[src/rtl/key_debounce.sv]
// Key input conditioner: two-flop synchroniser, shared debounce prescaler and
// per-key qualification counters producing clean levels plus press/release pulses.
module key_debounce #(
    parameter int NKEYS      = 13,
    parameter int PRESCALE   = 50000,
    parameter int STABLE     = 8,
    parameter int ACTIVE_LOW = 1
) (
    input  logic             clk,
    input  logic             nreset,
    input  logic [NKEYS-1:0] keys_raw,
    output logic [NKEYS-1:0] keys,
    output logic [NKEYS-1:0] key_press,
    output logic [NKEYS-1:0] key_release,
    output logic             any_event,
    output logic             tick
);

    localparam int PW = (PRESCALE > 1) ? $clog2(PRESCALE) : 1;
    localparam int CW = $clog2(STABLE + 1);
    localparam logic [NKEYS-1:0] RELEASED = (ACTIVE_LOW != 0) ? {NKEYS{1'b1}} : {NKEYS{1'b0}};

    logic [NKEYS-1:0] sync1;
    logic [NKEYS-1:0] sync2;
    logic [NKEYS-1:0] sample;
    logic [NKEYS-1:0] differ;
    logic [NKEYS-1:0] at_max;
    logic [NKEYS-1:0] accept;
    logic [PW-1:0]    pre_cnt;
    logic [CW-1:0]    cnt [NKEYS];

    // XOR with the released level turns every line into 1 = pressed.
    assign sample = sync2 ^ RELEASED;
    assign tick   = (pre_cnt == PW'(PRESCALE - 1));

    always_comb begin
        differ = '0;
        at_max = '0;
        for (int k = 0; k < NKEYS; k++) begin
            differ[k] = sample[k] ^ keys[k];
            at_max[k] = (cnt[k] == CW'(STABLE - 1));
        end
    end

    assign accept = differ & at_max & {NKEYS{tick}};

    always_ff @(posedge clk) begin
        if (!nreset) begin
            sync1       <= RELEASED;
            sync2       <= RELEASED;
            pre_cnt     <= '0;
            keys        <= '0;
            key_press   <= '0;
            key_release <= '0;
            any_event   <= 1'b0;
            for (int k = 0; k < NKEYS; k++) begin
                cnt[k] <= '0;
            end
        end else begin
            sync1       <= keys_raw;
            sync2       <= sync1;
            pre_cnt     <= tick ? '0 : pre_cnt + PW'(1);
            keys        <= (keys & ~accept) | (sample & accept);
            key_press   <= accept & sample;
            key_release <= accept & ~sample;
            any_event   <= |accept;
            // Any cycle matching the accepted level restarts qualification.
            for (int k = 0; k < NKEYS; k++) begin
                if (!differ[k]) begin
                    cnt[k] <= '0;
                end else if (tick) begin
                    cnt[k] <= accept[k] ? '0 : cnt[k] + CW'(1);
                end
            end
        end
    end

endmodule

[config.mk]
export PLATFORM = sky130hd
export DESIGN_NAME = key_debounce
export DESIGN_NICKNAME = d
export VERILOG_FILES = /design/src/rtl/key_debounce.sv
export SDC_FILE = /design/constraint.sdc
export NUM_CORES = 1
export LEC_CHECK = 0
export ABC_AREA = 0
export BUFFER_PORTS_ARGS = -buffer_cell sky130_fd_sc_hd__buf_2
export CORE_ASPECT_RATIO = 0.6
export CORE_MARGIN = 4
export CORE_UTILIZATION = 58
export DETAILED_ROUTE_END_ITERATION = 8
export PLACE_DENSITY = 0.83
export SLEW_MARGIN = 5
export SYNTH_ARGS = -nofsm -noshare
export SYNTH_HDL_FRONTEND = slang
export SYNTH_SLANG_ARGS = --single-unit
[constraint.sdc]
create_clock -name clk -period 2 [get_ports clk]
set_input_delay 0.2 -clock clk [delete_from_list [all_inputs] [get_ports clk]]
set_output_delay 0.2 -clock clk [all_outputs]
set_load 0.005 [all_outputs]
==> metrics.yaml <==
cts:
  numCtsBuffers: 17
  insertion_delay_ns: 0.42
  cts_tree: "built"
  clock_path_buffers: 2
  h-tree-depth: 4
  cts.sink_count: 134
  root_buffer: "clkbuf_16"
  post_cts_buffers: 0
  path_clk_slew_ns: 0.06
flow_run:
  drv_cap: 0
synthesis:
  synth_top_cell_area_share_pct: 29.7
  syn-cell-area_um2: 5530
  synth_largest_area_cell: "dfxtp_1"
  synth_cell_types: 41
  ys_warn_count: 0
  syn_inst: 488
  syn_avg_cell_area_um2: 11.3
  netlist_top_cells_area: "dfxtp_1 30%, edfxtp_1 28%, xor2_1 4.9%"
  yosysSeqAreaShare_pct: 57.9
  ys_ff_latch: 134
  synth_fp_nets: 517
routing:
  detail-route-antenna-nets: 0
  wl_per_cell_um: 17.7
  vias: 4129
  post-route-drc-count: 0
  drt_iter0_drc: 461
  wirelength_um: 12700
  viasPerCell: 5.76
  drt-pass1-iter-count: 5
sta:
  max_freq_ghz: 0.519
  period_share_pct: 96.4
  hold_violations: 0
  setup_ws_ns: 0.0719
  rsz0062_at_grt: "false"
  drv_slew: 0
  setup_viol: 0
  tightest_slew_ns: 0.489
  final.setup_skew_ns: 0.00784
  max_slew_margin_pct: 67.2
  fin_crit_ns: 1.93
  final.setup.tns_ns: 0
worst_hold_path:
  hp-class: "in2reg"
critical_path:
  setup.worst_path.end_class: "output port"
  r2r_setup_slack_ns: 0.15
  cp-start-kind: "flop"
  critPathMaxFanout: 22
  crit_required_ns: 1.80
  worstSetupPathType: "reg2out"
  cp.arrival_ns: 1.73
finish:
  fin_area_um2: 6800
  diodes: 0
  final_layout_size_suffix_gt1_share_pct: 20.6
  fin_nets: 603
  final_cells: 717
  syn_to_final_growth_pct: 23.0
floorplanning:
  start_util_pct: 59.9
  dieHeight_um: 83.6
  coreArea_um2: 9220
  num_io_pins: 56
  dieArea_um2: 11200
  rows: 27
  fp.dieW_um: 134
place:
  placed_cells: 672
  dp_hpwl_um: 8520
  gp_congestion: 0.829
  dpl_worst_slack_ns: -0.0962
  place_area_um2: 5980
  io_buffers: 55
outcome:
  status: "completed"
power:
  p_leak_nw: 2.81
  power.density_nw_per_um2: 941
  ir_drop_mv: 0.554
  report.power.total_w: 0.00640
global_route:
  grt_pass1_wl_um: 20700
  grt_max_degree: 23
  track_usage_pct: 23.7
  antenna_found_initial: 0
  grt_overflow_total: 0
  grt_pass1_vias: 4091
flip-flops by register name (all words and copies together) (netlist names), named ones only:
register and count:
cnt 52, pre_cnt 16, key_press 13, key_release 13, sync1 13, sync2 13, any_event 1
worst max-delay path, cell delays in order (launching register included):
cell      delay [ns]
dfxtp_1         0.37
nor4bb_1        0.32
and4_4          0.32
buf_12          0.17
buf_2           0.13
repair_timing:
item	CTS	global route
setup endpoints to repair	16	17
hold endpoints to repair	13	0
hold buffers	13	0
pin swaps	0	1
gates resized for setup	3	10
through the flow:
stage / hold slack [ns] / util, %
6_report: 0.282 / 73.7
5_1_grt: 0.274 / 73.7
3_5_place_dp: 0.384 / 64.9
3_3_place_gp: 0.380 / 64.9
2_1_floorplan: 0.301 / -
4_1_cts: 0.268 / 73.4
synth_stat cells:
cell type  number
a21oi_1        16
o21ai_0         1
and4b_1         7
nor4b_1         1
xor2_1         31
nand4b_1        7
nand2_4         1
and4_1          5
nor4_1          6
xnor2_1        25
and4bb_1        1
and3_1         21
buf_4           3
or2_2           3
and3b_1         1
nor4b_2         1
buf_2           5
clkbuf_1        5
dfxtp_1        82
a311oi_2        3
nor3b_2         2
and2_1          2
nand3b_1        6
nor3_1         18
a311oi_1       10
nand2b_1       27
ha_1           14
nand4_2         1
a41oi_1         1
nand3_2         2
nor4bb_1        1
inv_1          12
o22ai_1         3
nand3_1        17
or3_1           1
nand4_1        13
buf_6           2
or3_4           1
edfxtp_1       52
nor2_1         59
nand2_1        19
where the power goes:
group | switching [W] | internal, W | total [W] | leakage [nW]
Sequential | 0.0000510 | 0.00288 | 0.00293 | 1.29
Clock | 0.00111 | 0.00218 | 0.00330 | 0.320
Combinational | 0.0000877 | 0.0000782 | 0.000166 | 1.20
logic make-up after synthesis:
| family | after synthesis | synth area share [%] |
|---|---|---|
| DFF | 134 | 57.9 |
| adders and majority gates | 14 | 3.17 |
| buffers and inverters | 27 | 2.42 |
| AOI/OAI and AO/OA | 34 | 4.44 |
| and+or+nand+nor | 223 | 23.2 |
| xor gates and xnor gates | 56 | 8.87 |
final cells by class:
class / count / area, um^2
clock inverters: 5 / 78.8
flip-flops and latches: 134 / 3210
multi-input cells: 327 / 2220
inverters: 12 / 45.0
fillers: 601 / 2420
repair buffers: 82 / 523
well taps: 130 / 163
clock buffers: 27 / 566
cell usage in the layout, fill, tap and decap left out, types with 2 or more instances in the layout:
master         Yosys  routed
clkbuf_1           5       2
edfxtp_1          52      52
nand2_1           19      19
dfxtp_1           82      79
buf_2              5      55
and4_1             5       4
ha_1              14      13
inv_1             12      12
nand4b_1           7       7
a311oi_2           3       3
bufinv_16          0       2
nand2b_1          27      27
clkbuf_8           0       6
nand3b_1           6       6
nand3_2            2       2
dlygate4sd3_1      0      13
nor2_1            59      59
a311oi_1          10      10
and4b_1            7       7
clkbuf_16          0      19
nor3b_2            2       2
dfxtp_2            0       3
and3_1            21      20
or2_2              3       3
nand3_1           17      17
nor4_1             6       5
xor2_1            31      31
o22ai_1            3       3
nor3_1            18      18
buf_4              3      13
a21oi_1           16      16
clkinv_2           0       2
nand4_1           13      13
xnor2_1           25      25
layer usage:
metal	GRT usage [%]	vias to the layer above	wire length (um)
met3	6.81	30	839
met2	36.8	166	5960
li1	-	1935	-
met4	10.3	0	244
met1	31.1	1998	5680
met5	0	-	0
path summary, 6_finish.rpt:
kind                                  start          to  cells after the start
worst max register to register  pre_cnt[14]  cnt[1][14]                      5
worst min register to register     sync1[1]    sync2[1]                      1
worst min-delay path                 nreset    sync2[1]                      3
worst max-delay path            pre_cnt[14]        tick                      4
Note: power is estimated with default switching activity, not from simulation.
